$ cat src/rtl/period_meter_pkg.sv
// period_meter_pkg: shared FSM encoding and default counter sizing for the slow-wave path
package period_meter_pkg;
    typedef enum logic {IDLE = 1'b0, MEASURE = 1'b1} state_t;
    localparam int WIDTH_DEF = 33;
    localparam int TIMEOUT_DEF = 200000000;
endpackage

$ cat src/rtl/period_meter_if.sv
// period_meter_if: slow wave in, measured period/high time and status out
interface period_meter_if import period_meter_pkg::*; #(parameter int WIDTH = WIDTH_DEF);
    logic             sig_in;
    logic [WIDTH-1:0] period;
    logic [WIDTH-1:0] high_time;
    logic             valid;
    logic             stalled;
    modport master (output sig_in, input period, high_time, valid, stalled);
    modport slave  (input sig_in, output period, high_time, valid, stalled);
endinterface

$ cat src/rtl/period_meter_edge_sync.sv
// edge_sync: two-flop synchronizer with history flop, yielding level and single-cycle edges
module edge_sync (
    input  logic in_clk,
    input  logic reset,
    input  logic d,
    output logic level,
    output logic rise,
    output logic fall
);
    logic s1, s2, s3;
    always_ff @(posedge in_clk)
        if (reset) {s1, s2, s3} <= 3'b000;
        else       {s1, s2, s3} <= {d, s1, s2};
    assign level = s2;
    assign rise  = s2 & ~s3;
    assign fall  = ~s2 & s3;
endmodule

$ cat src/rtl/period_meter.sv
// period_meter: measures period and high time of a slow wave in in_clk cycles, with stall timeout
module period_meter import period_meter_pkg::*; #(
    parameter int WIDTH   = WIDTH_DEF,
    parameter int TIMEOUT = TIMEOUT_DEF
) (
    input logic           in_clk,
    input logic           reset,
    period_meter_if.slave bus
);
    state_t           state, state_n;
    logic [WIDTH-1:0] cnt, hcnt, hi_lat;
    logic             level, rise, fall, meas, tmo;
    edge_sync u_sync (.in_clk(in_clk), .reset(reset), .d(bus.sig_in), .level(level), .rise(rise), .fall(fall));
    assign meas = state == MEASURE;
    // a rise in the timeout cycle still counts as a normal measurement
    assign tmo = meas && !rise && cnt == WIDTH'(TIMEOUT);
    always_comb state_n = rise ? MEASURE : tmo ? IDLE : state;
    always_ff @(posedge in_clk) begin
        if (reset) begin
            state         <= IDLE;
            cnt           <= '0;
            hcnt          <= '0;
            hi_lat        <= '0;
            bus.period    <= '0;
            bus.high_time <= '0;
            bus.valid     <= 1'b0;
            bus.stalled   <= 1'b0;
        end else begin
            state     <= state_n;
            bus.valid <= rise && meas;
            if (rise) begin
                cnt  <= WIDTH'(1);
                hcnt <= WIDTH'(1);
            end else if (meas && !tmo) begin
                cnt <= cnt + 1'b1;
                if (level) hcnt <= hcnt + 1'b1;
            end
            if (meas && fall) hi_lat <= hcnt;
            if (rise && meas) begin
                bus.period    <= cnt;
                bus.high_time <= hi_lat;
                bus.stalled   <= 1'b0;
            end else if (tmo) bus.stalled <= 1'b1;
        end
    end
endmodule
$ cat src/flat_wrapper.sv
// flat-port wrapper written by rule: the top's interface ports become plain ports
module period_meter_flat import period_meter_pkg::*;
#(
    parameter int WIDTH   = WIDTH_DEF,
    parameter int TIMEOUT = TIMEOUT_DEF
)
  (in_clk, reset, bus_sig_in, bus_period, bus_high_time, bus_valid, bus_stalled);
  period_meter_if #(.WIDTH(WIDTH)) bus_i ();
  input logic in_clk;
  input logic reset;
  input wire logic [$bits(bus_i.sig_in)-1:0] bus_sig_in;
  output wire logic [$bits(bus_i.period)-1:0] bus_period;
  output wire logic [$bits(bus_i.high_time)-1:0] bus_high_time;
  output wire logic [$bits(bus_i.valid)-1:0] bus_valid;
  output wire logic [$bits(bus_i.stalled)-1:0] bus_stalled;
  assign bus_i.sig_in = bus_sig_in;
  assign bus_period = bus_i.period;
  assign bus_high_time = bus_i.high_time;
  assign bus_valid = bus_i.valid;
  assign bus_stalled = bus_i.stalled;
  period_meter #(.WIDTH(WIDTH), .TIMEOUT(TIMEOUT)) u_core (.in_clk(in_clk), .reset(reset), .bus(bus_i));
endmodule
$ cat config.mk
export PLATFORM = sky130hd
export DESIGN_NAME = period_meter_flat
export DESIGN_NICKNAME = d
export VERILOG_FILES = /design/src/rtl/period_meter_pkg.sv /design/src/rtl/period_meter_if.sv /design/src/rtl/period_meter_edge_sync.sv /design/src/rtl/period_meter.sv /design/src/flat_wrapper.sv
export SDC_FILE = /design/constraint.sdc
export NUM_CORES = 1
export LEC_CHECK = 0
export BUFFER_PORTS_ARGS = -buffer_cell sky130_fd_sc_hd__buf_2
export CELL_PAD_IN_SITES_DETAIL_PLACEMENT = 1
export CELL_PAD_IN_SITES_GLOBAL_PLACEMENT = 1
export CORE_ASPECT_RATIO = 1.2
export CORE_MARGIN = 10
export CORE_UTILIZATION = 45
export DETAILED_ROUTE_END_ITERATION = 7
export GPL_TIMING_DRIVEN = 0
export PLACE_DENSITY_LB_ADDON = 0.1
export SETUP_SLACK_MARGIN = 0.5
export SLEW_MARGIN = 20
export SYNTH_ARGS = -nofsm -noshare
export SYNTH_HDL_FRONTEND = slang
export SYNTH_SLANG_ARGS = --single-unit
$ cat constraint.sdc
create_clock -name in_clk -period 2.4 [get_ports in_clk]
set_input_delay 0.24 -clock in_clk [delete_from_list [all_inputs] [get_ports in_clk]]
set_output_delay 0.24 -clock in_clk [all_outputs]
set_load 0.03 [all_outputs]
# ---- Word-level counts from Yosys, hierarchy flattened
# Cells that the tools add are included.
dict set report op_classes {
  add_sub_neg 2
  multipliers 0
  n_div 0
  order_cmp 0
  eq_ne 1
  shift 0
  n_mux 7
  bitwise 4
  reduce_logical 14
}
# op n
set ops {}
lappend ops {{$add A33 B1 Y33 const B} 2}
lappend ops {{$eq A33 B28 Y1 const B} 1}
lappend ops {{$mux W1} 7}
lappend ops {{$reduce_bool A2 Y1} 3}
lappend ops {{$logic_and A1 B1 Y1} 5}
lappend ops {{$reduce_and A2 Y1} 2}
lappend ops {{$reduce_or A2 Y1} 2}
lappend ops {{$and A1 B1 Y1} 2}
lappend ops {{$logic_not A1 Y1} 2}
lappend ops {{$not A1 Y1} 2}
dict set report totals {
  regBits 171
  latch_bits 0
  ram_bits 0
  mem_bits_ro 0
  memories 0
}

# ---- Depth between registers and ports, before layout
# Gate-level depths: netlist of the first run.
dict set report depth {
  word_depth 9
  depth_mapped 9
  depth_no_buf 7
}

# ---- Hierarchy
# From an unflattened synthesis of the first run, not the netlist that was laid out.
dict set report hier_totals {
  hier_cells 736
  area_unflattened_um2 6869.1
}
# module instances cells_each area_per_inst_um2 seq_area_each_um2
set by_module_without_submodules {}
lappend by_module_without_submodules {period_meter 1 728 6777.8 3363.2}
lappend by_module_without_submodules {edge_sync 1 8 91.3 60.1}

# ---- Worst setup path after synthesis of the first run
# OpenSTA, ideal clock, no wires.
dict set report synth_timing {
  path_kind {flip-flop to flip-flop}
  start {register u_core.cnt[0]}
  end {register u_core.hcnt[0]}
  t_arrival_ns 1.773
  required_ns 2.267
  slack_ns 0.494
  path_stages_with_launch 9
  path_buffers 1
  cell_sequence {dfxtp_1 inv_1 ha_1 nor4b_1 nand4_1 or4_1 clkbuf_1 a211oi_1 a311oi_1}
}
dict set report synth_between {
  elab_chain_cells 6
}
# item line
set synth_lines {}
lappend synth_lines {{from (decl)} period_meter.sv:11} ;# logic [WIDTH-1:0] cnt, hcnt, hi_lat;
lappend synth_lines {{from (signal assigned)} period_meter.sv:35} ;# cnt <= cnt + 1'b1;
lappend synth_lines {{$eq A33 B28 Y1} period_meter.sv:16} ;# assign tmo = meas && !rise && cnt == WIDTH'(TIMEOUT);
lappend synth_lines {{$logic_and A1 B1 Y1} period_meter.sv:16}
lappend synth_lines {{$logic_not A1 Y1} period_meter.sv:34} ;# end else if (meas && !tmo) begin
lappend synth_lines {{$logic_and A1 B1 Y1} period_meter.sv:34}
lappend synth_lines {{$reduce_bool A2 Y1 (no source line)} n/a}
lappend synth_lines {{$reduce_and A2 Y1 (no source line)} n/a}
lappend synth_lines {{to (signal assigned)} period_meter.sv:36} ;# if (level) hcnt <= hcnt + 1'b1;
lappend synth_lines {{to (decl)} period_meter.sv:11}
# No other way between the ends.
# A chain may end at the register's enable or synchronous reset.

# ---- Worst setup path in the final report of the first run
dict set report layout_timing {
  start {register u_core.cnt[1]}
  end {register u_core.hcnt[12]}
}
dict set report layout_between {
  elab_chain_cells 5
}
# item line
set layout_lines {}
lappend layout_lines {{$eq A33 B28 Y1} period_meter.sv:16}
lappend layout_lines {{$logic_and A1 B1 Y1} period_meter.sv:16}
lappend layout_lines {{$logic_not A1 Y1} period_meter.sv:34}
lappend layout_lines {{$logic_and A1 B1 Y1} period_meter.sv:34}
lappend layout_lines {{$reduce_and A2 Y1 (no source line)} n/a}
# No other way between the ends.

==> results of run 1 <==
[critical path, stage by stage (launching register included)]
cell	delay, ns
dfxtp_4	0.35
inv_2	0.06
ha_4	0.12
nor4b_4	0.19
nand4_1	0.24
nor4_4	0.22
buf_6	0.18
buf_12	0.12
buf_12	0.13
buf_12	0.12
nor2_2	0.04
o21bai_1	0.16
[worst min-delay path by stage]
stage               slack, ns              from  cells past startpoint             endpoint
global route             0.05        bus_sig_in                      2     u_core.u_sync.s1
detailed placement       0.43  u_core.u_sync.s1                      1  u_core.u_sync.level
floorplan                0.37        bus_sig_in                      1     u_core.u_sync.s1
CTS                      0.03        bus_sig_in                      2     u_core.u_sync.s1
finish                   0.04        bus_sig_in                      2     u_core.u_sync.s1
global placement         0.42  u_core.u_sync.s1                      1  u_core.u_sync.level
[cell families (layout without fill, tap and decap cells)]
| logic type | Yosys count | count (layout) | synth area share, % |
|---|---|---|---|
| muxes | 3 | 3 | 0.4478 |
| AOI/OAI and AO/OA | 175 | 175 | 19.16 |
| and+or+nand+nor | 277 | 277 | 22.13 |
| other | 0 | 1 | 0 |
| DFF | 171 | 171 | 51.04 |
| adders and majority gates | 3 | 3 | 0.5598 |
| buffers and inverters | 62 | 197 | 3.787 |
| xor gates and xnor gates | 22 | 22 | 2.873 |
[metal layers]
metal  share of wire, %  GRT usage (%)  up-vias
li1                   -              -     2905
met3                3.9          4.596       51
met4                3.4          11.35        0
met1                 38          22.38     3252
met5                  0              0        -
met2                 55          40.74      175
[cell type report]
type / count / area [um2] / share of cell area (%)
Multi-Input combinational cell: 480 / 3438 / 38.59
Buffer: 56 / 406.6 / 4.564
Clock buffer: 23 / 498.0 / 5.589
Sequential cell: 171 / 3481 / 39.07
Timing Repair Buffer: 103 / 721.9 / 8.103
Tap cell: 200 / 250.2 / 2.809
Inverter: 6 / 25.02 / 0.2809
Antenna cell: 1 / 2.502 / 0.02809
Clock inverter: 9 / 86.33 / 0.9690
[timing repair]
item,in CTS,in global routing
gates cloned,4,1
pin swaps,27,28
buffers inserted,20,8
setup endpoints to repair,167,131
gates resized for setup,132,86
endpoints found under the hold margin,0,0
[cells in the final DEF, fill, tap and decap left out, drive strengths merged, types with 5 or more instances in the layout]
cell | Yosys | final
and3 | 12 | 12
nand2 | 99 | 99
and4 | 6 | 6
buf | 20 | 126
xnor2 | 5 | 5
o211ai | 7 | 7
nor2b | 5 | 5
nand4 | 35 | 35
a21oi | 48 | 48
inv | 6 | 7
o41ai | 15 | 15
xor2 | 17 | 17
or3 | 28 | 28
dfxtp | 171 | 171
clkbuf | 36 | 56
nor2 | 33 | 33
a22o | 66 | 66
o21ai | 12 | 12
or4 | 13 | 13
clkinvlp | 0 | 5
nor4 | 7 | 7
o311ai | 15 | 15
nand3 | 22 | 22
[metrics by stage]
stage          TNS, ns  instance area [um2]  power (mW)  hold slack (ns)  worst slack (ns)
6_report             0                 8910       5.731          0.03665            0.3703
5_1_grt              0                 8910       5.904          0.04893            0.2783
4_1_cts              0                 8563       5.757          0.02723            0.3716
3_5_place_dp    -6.365                 7307       3.047           0.4318           -0.1381
3_3_place_gp    -6.374                 7307       3.041           0.4247           -0.1808
2_1_floorplan        0                 6706       2.996           0.3682            0.5042
[registers in the layout, indices dropped and copies added, names as in the netlist]
register and flops:
u_core.bus.stalled 1, u_core.u_sync.level 1, u_core.cnt 33, u_core.u_sync.s1 1
u_core.hi_lat 33, u_core.u_sync.s3 1, u_core.bus.valid 1, u_core.bus.high_time 33
u_core.bus.period 33, u_core.meas 1, u_core.hcnt 33
[synth_stat cells, types with 2 or more instances]
| cell | n | area, um2 |
|---|---|---|
| o41ai_1 | 15 | 131.4 |
| and3_1 | 10 | 62.56 |
| buf_1 | 7 | 26.28 |
| buf_4 | 2 | 15.01 |
| or4_1 | 13 | 97.59 |
| nand2_1 | 98 | 367.9 |
| nor4b_1 | 2 | 17.52 |
| inv_1 | 6 | 22.52 |
| a22o_1 | 66 | 578.1 |
| o211ai_1 | 7 | 52.55 |
| o31ai_1 | 4 | 30.03 |
| buf_2 | 11 | 55.05 |
| or3_1 | 28 | 175.2 |
| o21ai_0 | 11 | 55.05 |
| ha_1 | 3 | 37.54 |
| and3_2 | 2 | 15.01 |
| and2_1 | 3 | 18.77 |
| a21oi_1 | 48 | 240.2 |
| and4_1 | 5 | 43.79 |
| dfxtp_1 | 171 | 3423 |
| o21a_1 | 2 | 15.01 |
| xor2_1 | 17 | 148.9 |
| o21bai_1 | 2 | 15.01 |
| nor2b_1 | 5 | 31.28 |
| nor3_1 | 3 | 15.01 |
| nand3_1 | 22 | 110.1 |
| nand2b_1 | 2 | 12.51 |
| xnor2_1 | 5 | 43.79 |
| clkbuf_1 | 36 | 135.1 |
| nor2_1 | 33 | 123.9 |
| mux2i_1 | 3 | 30.03 |
| o311ai_0 | 11 | 96.34 |
| nor4_1 | 5 | 31.28 |
| o311ai_1 | 4 | 35.03 |
| nand4_1 | 34 | 212.7 |
| nor4bb_1 | 2 | 20.02 |
[report_power, final]
| group | switching (mW) | leakage [nW] | internal, mW |
|---|---|---|---|
| logic | 0.122 | 1.86 | 0.0483 |
| clock network | 1.15 | 0.274 | 1.56 |
| registers | 0.00842 | 1.39 | 2.84 |
==> results_dict.tcl, run 1 <==
set metrics [dict create \
    synth_async_sr_flop_share_pct 0 \
    drv_slew 0 \
    die-area_um2 20210 \
    hold_viol 0 \
    rsz0062_at_grt "yes" \
    numPortBuffers 70 \
    cts_made_buffers 17 \
    worst_ep_required_time_ns 2.75 \
    ys_seq_area_share_pct 51.04 \
    vias_per_cell 6.085 \
    holdBufCountCts 0 \
    cp.arrival_ns 2.38 \
    place_congestion 0.8500 \
    synthCells 713 \
    clock_sinks 171 \
    ant_nets 0 \
    hpwl_um 14300 \
    finalCritPeriodShare_pct 84.57 \
    post-place-cells 983 \
    worstRegToRegCells 11 \
    core.rowCount 48 \
    critPathCaptureType "register" \
    p_per_area_nw_per_um2 643.2 \
    r2r_slack_ns 0.37 \
    clkLatencyLatePin_ns 0.44 \
    grt_first_pass_wirelength_um 36180 \
    area_growth_pct 32.85 \
    overflow 0 \
    irDropWorstVdd_v 0.0004391 \
    drc 0 \
    nets 841 \
    dr.pass1.iters 5 \
    vias 6383 \
    fin_crit_ns 2.030 \
    r2r_start "u_core.cnt[1]" \
    start_util_pct 46.14 \
    grt_max_degree 17 \
    min_path_type "input pin to register" \
    avgSynthCellArea_um2 9.406 \
    drive_gt1_share_pct 31.37 \
    wl_per_cell_um 21.84 \
    p_leak_nw 3.531 \
    die_w_um 131.4 \
    path_class "register to register" \
    final_core_util_pct 61.30 \
    die_h_um 153.7 \
    finalWirelength_um 22910 \
    max-cap-violations 0 \
    grt_antenna_before_repair 1 \
    clock-skew-final_ns 0.005155 \
    yosysWarnings 0 \
    relSlewSlack_pct 58.47 \
    rr_endpoint "u_core.hcnt[12]" \
    grt_pass1_vias 6818 \
    io_pins 71 \
    crit_fanout 6 \
    crit_end "u_core.hcnt[12]" \
    fillers 1659 \
    syn_area_um2 6706 \
    h-tree-depth 4 \
    cp-start-kind "register" \
    yosys.cell_types.count 51 \
    track_usage_pct 21.83 \
    stdcell_count 1049 \
    core_um2 14530 \
    ys_ff_latch 171 \
    cts_root_buf "clkbuf_16" \
    cts_tree "yes" \
    first_iter_violations 533 \
    worstSetupStartpoint "u_core.cnt[1]" \
    status "finished clean" \
    worstMarginPinSlew_ns 0.6230 \
    synth_fp_nets 719 \
    clk_pin_slew_worst_paths_ns 0.06 \
    synth-edff-count 0 \
    clock_path_buffers 2 \
    ys_dominant_reg_cell "dfxtp_1" \
    max_freq_mhz 492.7 \
    setup_viol 0 \
]
Note: power is estimated with default switching activity, not from simulation.
==> inputs of run 2 (changes only) <==
--- a/config.mk
+++ b/config.mk
@@ -5,12 +5,13 @@
 export SDC_FILE = /design/constraint.sdc
 export NUM_CORES = 1
 export LEC_CHECK = 0
+export ABC_AREA = 1
 export BUFFER_PORTS_ARGS = -buffer_cell sky130_fd_sc_hd__buf_2
 export CELL_PAD_IN_SITES_DETAIL_PLACEMENT = 1
 export CELL_PAD_IN_SITES_GLOBAL_PLACEMENT = 1
 export CORE_ASPECT_RATIO = 1.2
 export CORE_MARGIN = 10
-export CORE_UTILIZATION = 45
+export CORE_UTILIZATION = 43
 export DETAILED_ROUTE_END_ITERATION = 7
 export GPL_TIMING_DRIVEN = 0
 export PLACE_DENSITY_LB_ADDON = 0.1
==> constraint.sdc (replaced) <==
create_clock -name in_clk -period 2 [get_ports in_clk]
set_input_delay 0.2 -clock in_clk [delete_from_list [all_inputs] [get_ports in_clk]]
set_output_delay 0.2 -clock in_clk [all_outputs]
set_load 0.03 [all_outputs]
==> results_dict.tcl, run 2 <==
set metrics [dict create \
    status "finished clean" \
    max_freq_mhz 597.4 \
    pwr-share-seq_pct 48.5 \
    synthTopCellsByArea "dfxtp_1 45%, nand2_1 16%, nor2_1 6.3%" \
    path_class "register to register" \
    worst_ep_required_time_ns 2.36 \
    min_path_type "input pin to register" \
    grt_max_degree 18 \
    wl_per_cell_um 18.74 \
    critPathCaptureType "register" \
    rr_endpoint "u_core.cnt[15]" \
    p_sw_mw 1.765 \
    r2r_slack_ns 0.33 \
    area_growth_pct 29.67 \
    finalWirelength_um 27310 \
    numPortBuffers 69 \
    crit_fanout 3 \
    syn_area_um2 7604 \
    stdcell_count 1457 \
    hold_viol 0 \
    final_core_util_pct 56.53 \
    die_w_um 141.4 \
    cp-start-kind "register" \
    die-area_um2 23420 \
    place_congestion 0.8758 \
    grt_first_pass_wirelength_um 41510 \
    diodes 0 \
    ys_seq_area_share_pct 45.02 \
    fin_crit_ns 1.674 \
    finalSetupTns_ns 0 \
    fillers 2193 \
    synth_fp_nets 1105 \
    synth_async_sr_flop_share_pct 0 \
    io_pins 71 \
    dr.pass1.iters 4 \
    p_comb_share_pct 3.6 \
    grt_pass1_vias 8096 \
    worstSetupStartpoint "u_core.cnt[4]" \
    track_usage_pct 21.93 \
    synthCells 1099 \
    h-tree-depth 4 \
    final_cell_mix "309 x nand2_1, 128 x dfxtp_1, 99 x nor2_1" \
    drc 0 \
    final_common_cell "nand2_1" \
    synth-edff-count 0 \
    first_iter_violations 326 \
    overflow 0 \
    core_um2 17440 \
    vias 7702 \
    p_int_mw 5.292 \
    p_per_area_nw_per_um2 715.7 \
    drv_slew 0 \
    synth.most_common_cell "nand2_1" \
    cp.arrival_ns 2.03 \
    cts_root_buf "clkbuf_16" \
    clock_path_buffers 2 \
    finalCritPeriodShare_pct 83.70 \
    max-cap-violations 0 \
    crit_end "u_core.cnt[15]" \
    grt_antenna_before_repair 0 \
    clock_sinks 171 \
    start_util_pct 43.60 \
    clkLatencyLatePin_ns 0.44 \
    die_h_um 165.7 \
    post-place-cells 1388 \
    drive_gt1_share_pct 26.52 \
    cts_tree "yes" \
    nets 1231 \
    cts_made_buffers 17 \
    worstRegToRegCells 8 \
    ant_nets 0 \
    r2r_start "u_core.cnt[4]" \
    yosysWarnings 0 \
    p_sw_share_pct 25.01 \
    clock-skew-final_ns 0.01325 \
    vias_per_cell 5.286 \
    fin_ws_ns 0.3260 \
    irDropWorstVdd_v 0.0005483 \
    ys_ff_latch 171 \
    synth_top_area_cell "dfxtp_1" \
    rsz0062_at_grt "yes" \
    clk_pin_slew_worst_paths_ns 0.08 \
    p_leak_nw 3.944 \
    clkPwrFrac_pct 47.9 \
    pre_cts_ws_ns -0.009259 \
    synth_top_area_share_pct 45.02 \
    setup_viol 0 \
    synthTopCellsByCount "331 x nand2_1, 171 x dfxtp_1, 127 x nor2_1" \
    yosys.cell_types.count 26 \
    ys_dominant_reg_cell "dfxtp_1" \
    worstMarginPinSlew_ns 0.5742 \
    avgSynthCellArea_um2 6.919 \
    core.rowCount 53 \
    relSlewSlack_pct 61.72 \
    hpwl_um 18820 \
]
## run 2: cell count changes after synthesis, moves of 13 or more
cell,change
a21oi_1,+31
a22o_1,-66
inv_1,+78
nand2_1,+233
nand3_1,+66
nand4_1,-21
nor2_1,+94
o21ai_0,+67
o41ai_1,-15
or3_1,-28
or4_1,-13
xor2_1,+22
## run 2: layout make-up
cell class	count	area, um2	share of cell area, %
Inverter	88	357.8	3.629
Clock inverter	13	156.4	1.586
Multi-Input combinational cell	792	4089	41.47
Sequential cell	171	3505	35.55
Tap cell	220	275.3	2.792
Clock buffer	18	439.2	4.454
Timing Repair Buffer	106	666.9	6.764
Buffer	49	370.4	3.756
## run 2: through the flow
step	total power, mW	area, um2	hold slack, ns
6_report	7.056	9859	0.2055
5_1_grt	7.258	9859	0.2421
4_1_cts	7.058	9444	0.1758
3_5_place_dp	3.684	8232	0.4172
3_3_place_gp	3.681	8232	0.4044
2_1_floorplan	3.614	7611	0.3070
## run 2: logic make-up (layout without fill, tap and decap cells)
kind of cell    count (synthesis)  after routing  share of synthesized area, %
compound gates                158            158                         10.43
simple gates                  591            592                         32.24
flops                         171            171                         45.02
fa+ha+maj                       3              3                        0.4937
buf+inv                       137            274                         7.323
xor+xnor                       39             39                         4.492
## run 2: how the worst min path moves through the flow
| stage | cells after the start | slack (ns) | startpoint | endpoint |
|---|---|---|---|---|
| 4_1_cts | 2 | 0.18 | reset | u_core.u_sync.s1 |
| 3_3_place_gp | 3 | 0.40 | bus_sig_in | u_core.u_sync.s1 |
| 5_1_grt | 2 | 0.24 | reset | u_core.u_sync.s3 |
| 2_1_floorplan | 2 | 0.31 | bus_sig_in | u_core.u_sync.s1 |
| 6_report | 2 | 0.21 | reset | u_core.u_sync.s3 |
| 3_5_place_dp | 2 | 0.42 | u_core.u_sync.s1 | u_core.u_sync.level |
## run 2: worst max-delay path, cell delays in order (launching register included)
cell	delay [ns]
dfxtp_2	0.35
buf_4	0.11
nand2_2	0.10
nor2_1	0.18
nand4_1	0.23
nor2_4	0.21
xor2_1	0.18
nand2_1	0.08
a21oi_1	0.13
## run 2: per-layer routing
metal  GRT usage, %  vias up  routed length, um
li1               -     3764                  -
met1          21.42     3728               9925
met2          42.87      149              15310
met3          3.518       61                797
met4          10.41        0               1274
met5              0        -                  0
## run 2: repair_timing
item,4_1_cts,5_1_grt
gates resized for setup,159,107
gates cloned,1,2
hold buffers,1,0
setup endpoints to repair,168,160
hold endpoints to repair,1,0
setup buffers,23,11
pin swaps,20,25
## run 2: power by group through the flow
stage / clock network, mW / logic (mW) / registers [mW]
6_report: 3.38 / 0.254 / 3.42
5_1_grt: 3.57 / 0.271 / 3.42
4_1_cts: 3.42 / 0.220 / 3.42
3_5_place_dp: 0 / 0.178 / 3.51
3_3_place_gp: 0 / 0.176 / 3.51
2_1_floorplan: 0 / 0.111 / 3.50
==> inputs of run 3 (changes only) <==
==> constraint.sdc (replaced) <==
create_clock -name in_clk -period 1.6 [get_ports in_clk]
set_input_delay 0.16 -clock in_clk [delete_from_list [all_inputs] [get_ports in_clk]]
set_output_delay 0.16 -clock in_clk [all_outputs]
set_load 0.03 [all_outputs]
==> results_dict.tcl, run 3 (synthesis gave the netlist of run 2 again) <==
set metrics [dict create \
    core_um2 17440 \
    hpwl_um 19420 \
    fin_ws_ns -0.2895 \
    core.rowCount 53 \
    placed_area_um2 8447 \
    ant_nets 0 \
    vias 8587 \
    die-area_um2 23420 \
    p_comb_share_pct 4.9 \
    drv_slew 0 \
    clkPwrFrac_pct 48.6 \
    cp-start-kind "register" \
    cts_root_buf "clkbuf_16" \
    worstMarginPinSlew_ns 0.8913 \
    power_mw 9.193 \
    die_h_um 165.7 \
    track_usage_pct 25.60 \
    finalWirelength_um 35780 \
    finalCritPeriodShare_pct 118.1 \
    pre_cts_ws_ns -0.3141 \
    io_pins 71 \
    diodes 0 \
    p_sw_mw 2.306 \
    cts_made_buffers 17 \
    stdcell_count 1489 \
    clock_path_buffers 2 \
    max-cap-violations 0 \
    worst_ep_required_time_ns 1.92 \
    violations "setup timing" \
    wl_per_cell_um 24.03 \
    grt_antenna_before_repair 0 \
    critPathCaptureType "register" \
    min_path_type "input pin to register" \
    status "complete, but fails checks" \
    dr.pass1.iters 5 \
    start_util_pct 43.60 \
    h-tree-depth 4 \
    p_leak_nw 4.473 \
    cp.arrival_ns 2.21 \
    die_w_um 141.4 \
    rsz0062_at_grt "yes" \
    final_core_util_pct 63.09 \
    hold_viol 0 \
    p_int_mw 6.887 \
    finalSetupTns_ns -11.16 \
    relSlewSlack_pct 40.58 \
    drc 0 \
    clock-skew-final_ns 0.01486 \
    final_common_cell "nand2_1" \
    grt_max_degree 17 \
    holdWs_ns 0.1208 \
    cts_tree "yes" \
    p_per_area_nw_per_um2 835.5 \
    pwr-share-seq_pct 46.4 \
    grt_pass1_vias 8853 \
    nets 1262 \
    first_iter_violations 590 \
    area_growth_pct 44.71 \
    drive_gt1_share_pct 38.06 \
    clkLatencyLatePin_ns 0.45 \
    path_class "register to register" \
    vias_per_cell 5.767 \
    clock_sinks 171 \
    irDropWorstVdd_v 0.0007586 \
    place_congestion 0.9065 \
    numPortBuffers 69 \
    crit_fanout 3 \
    overflow 0 \
    setup_viol 77 \
    clk_pin_slew_worst_paths_ns 0.08 \
    fillers 2083 \
    p_sw_share_pct 25.09 \
    post-place-cells 1388 \
    grt_first_pass_wirelength_um 48000 \
    fin_crit_ns 1.890 \
    final_cell_mix "254 x nand2_1, 132 x dfxtp_1, 95 x nor2_1" \
    max_freq_mhz 529.2 \
    post-route-cell-area_um2 11000 \
]
## run 3: cell types whose count changed in the layout (fill, tap and decap cells not counted), sizes merged
cell,before,now
buf,127,164
clkbuf,45,41
inv,95,93
bufinv,1,2
## run 3: cell type report
| cell class | instances | area [um2] | share of cell area [%] |
|---|---|---|---|
| sequential | 171 | 3520 | 31.99 |
| multi-input combinational | 792 | 4613 | 41.93 |
| timing repair buffer | 137 | 1054 | 9.575 |
| buffer | 49 | 546.8 | 4.969 |
| inverter | 88 | 381.6 | 3.468 |
| tap | 220 | 275.3 | 2.502 |
| clock inverter | 12 | 145.1 | 1.319 |
| clock buffer | 20 | 467.9 | 4.253 |
## run 3: worst paths after layout
check	startpoint	end	slack (ns)	cells after the start
setup reg to reg	u_core.cnt[4]	u_core.cnt[20]	-0.29	10
hold / removal	reset	u_core.u_sync.level	0.12	2
setup / recovery	u_core.cnt[4]	u_core.cnt[20]	-0.29	10
hold reg to reg	u_core.u_sync.s1	u_core.u_sync.level	0.44	2
## run 3: layer usage
metal	global-route usage [%]	vias to the layer above	share of wire, %
li1	-	3838	-
met1	24.82	4240	34
met2	48.25	328	54
met3	4.319	181	4.5
met4	16.20	0	7.3
met5	0	-	0
## run 3: worst max-delay path: stages (launching register included)
cell and delay [ns]:
dfxtp_2 0.39, inv_2 0.06, buf_6 0.12, nor3_4 0.36, nand3_4 0.17, inv_4 0.11
nand3b_1 0.13, nor2_1 0.19, nand2_1 0.11, nand2_1 0.08, nor2_1 0.04
## run 3: power groups by stage
stage | sequential (mW) | combinational, mW | clock (mW)
CTS | 4.27 | 0.380 | 4.41
global route | 4.27 | 0.471 | 4.62
finish | 4.27 | 0.455 | 4.47
global placement | 4.38 | 0.231 | 0
floorplan | 4.38 | 0.149 | 0
detailed placement | 4.39 | 0.234 | 0
## run 3: timing repair
action	4_1_cts	5_1_grt
cloned	6	3
endpoints found under the hold margin	1	0
gates resized for setup	248	186
buffers inserted	46	13
setup endpoints to repair	236	236
pin swaps	63	32
hold buffers	1	0
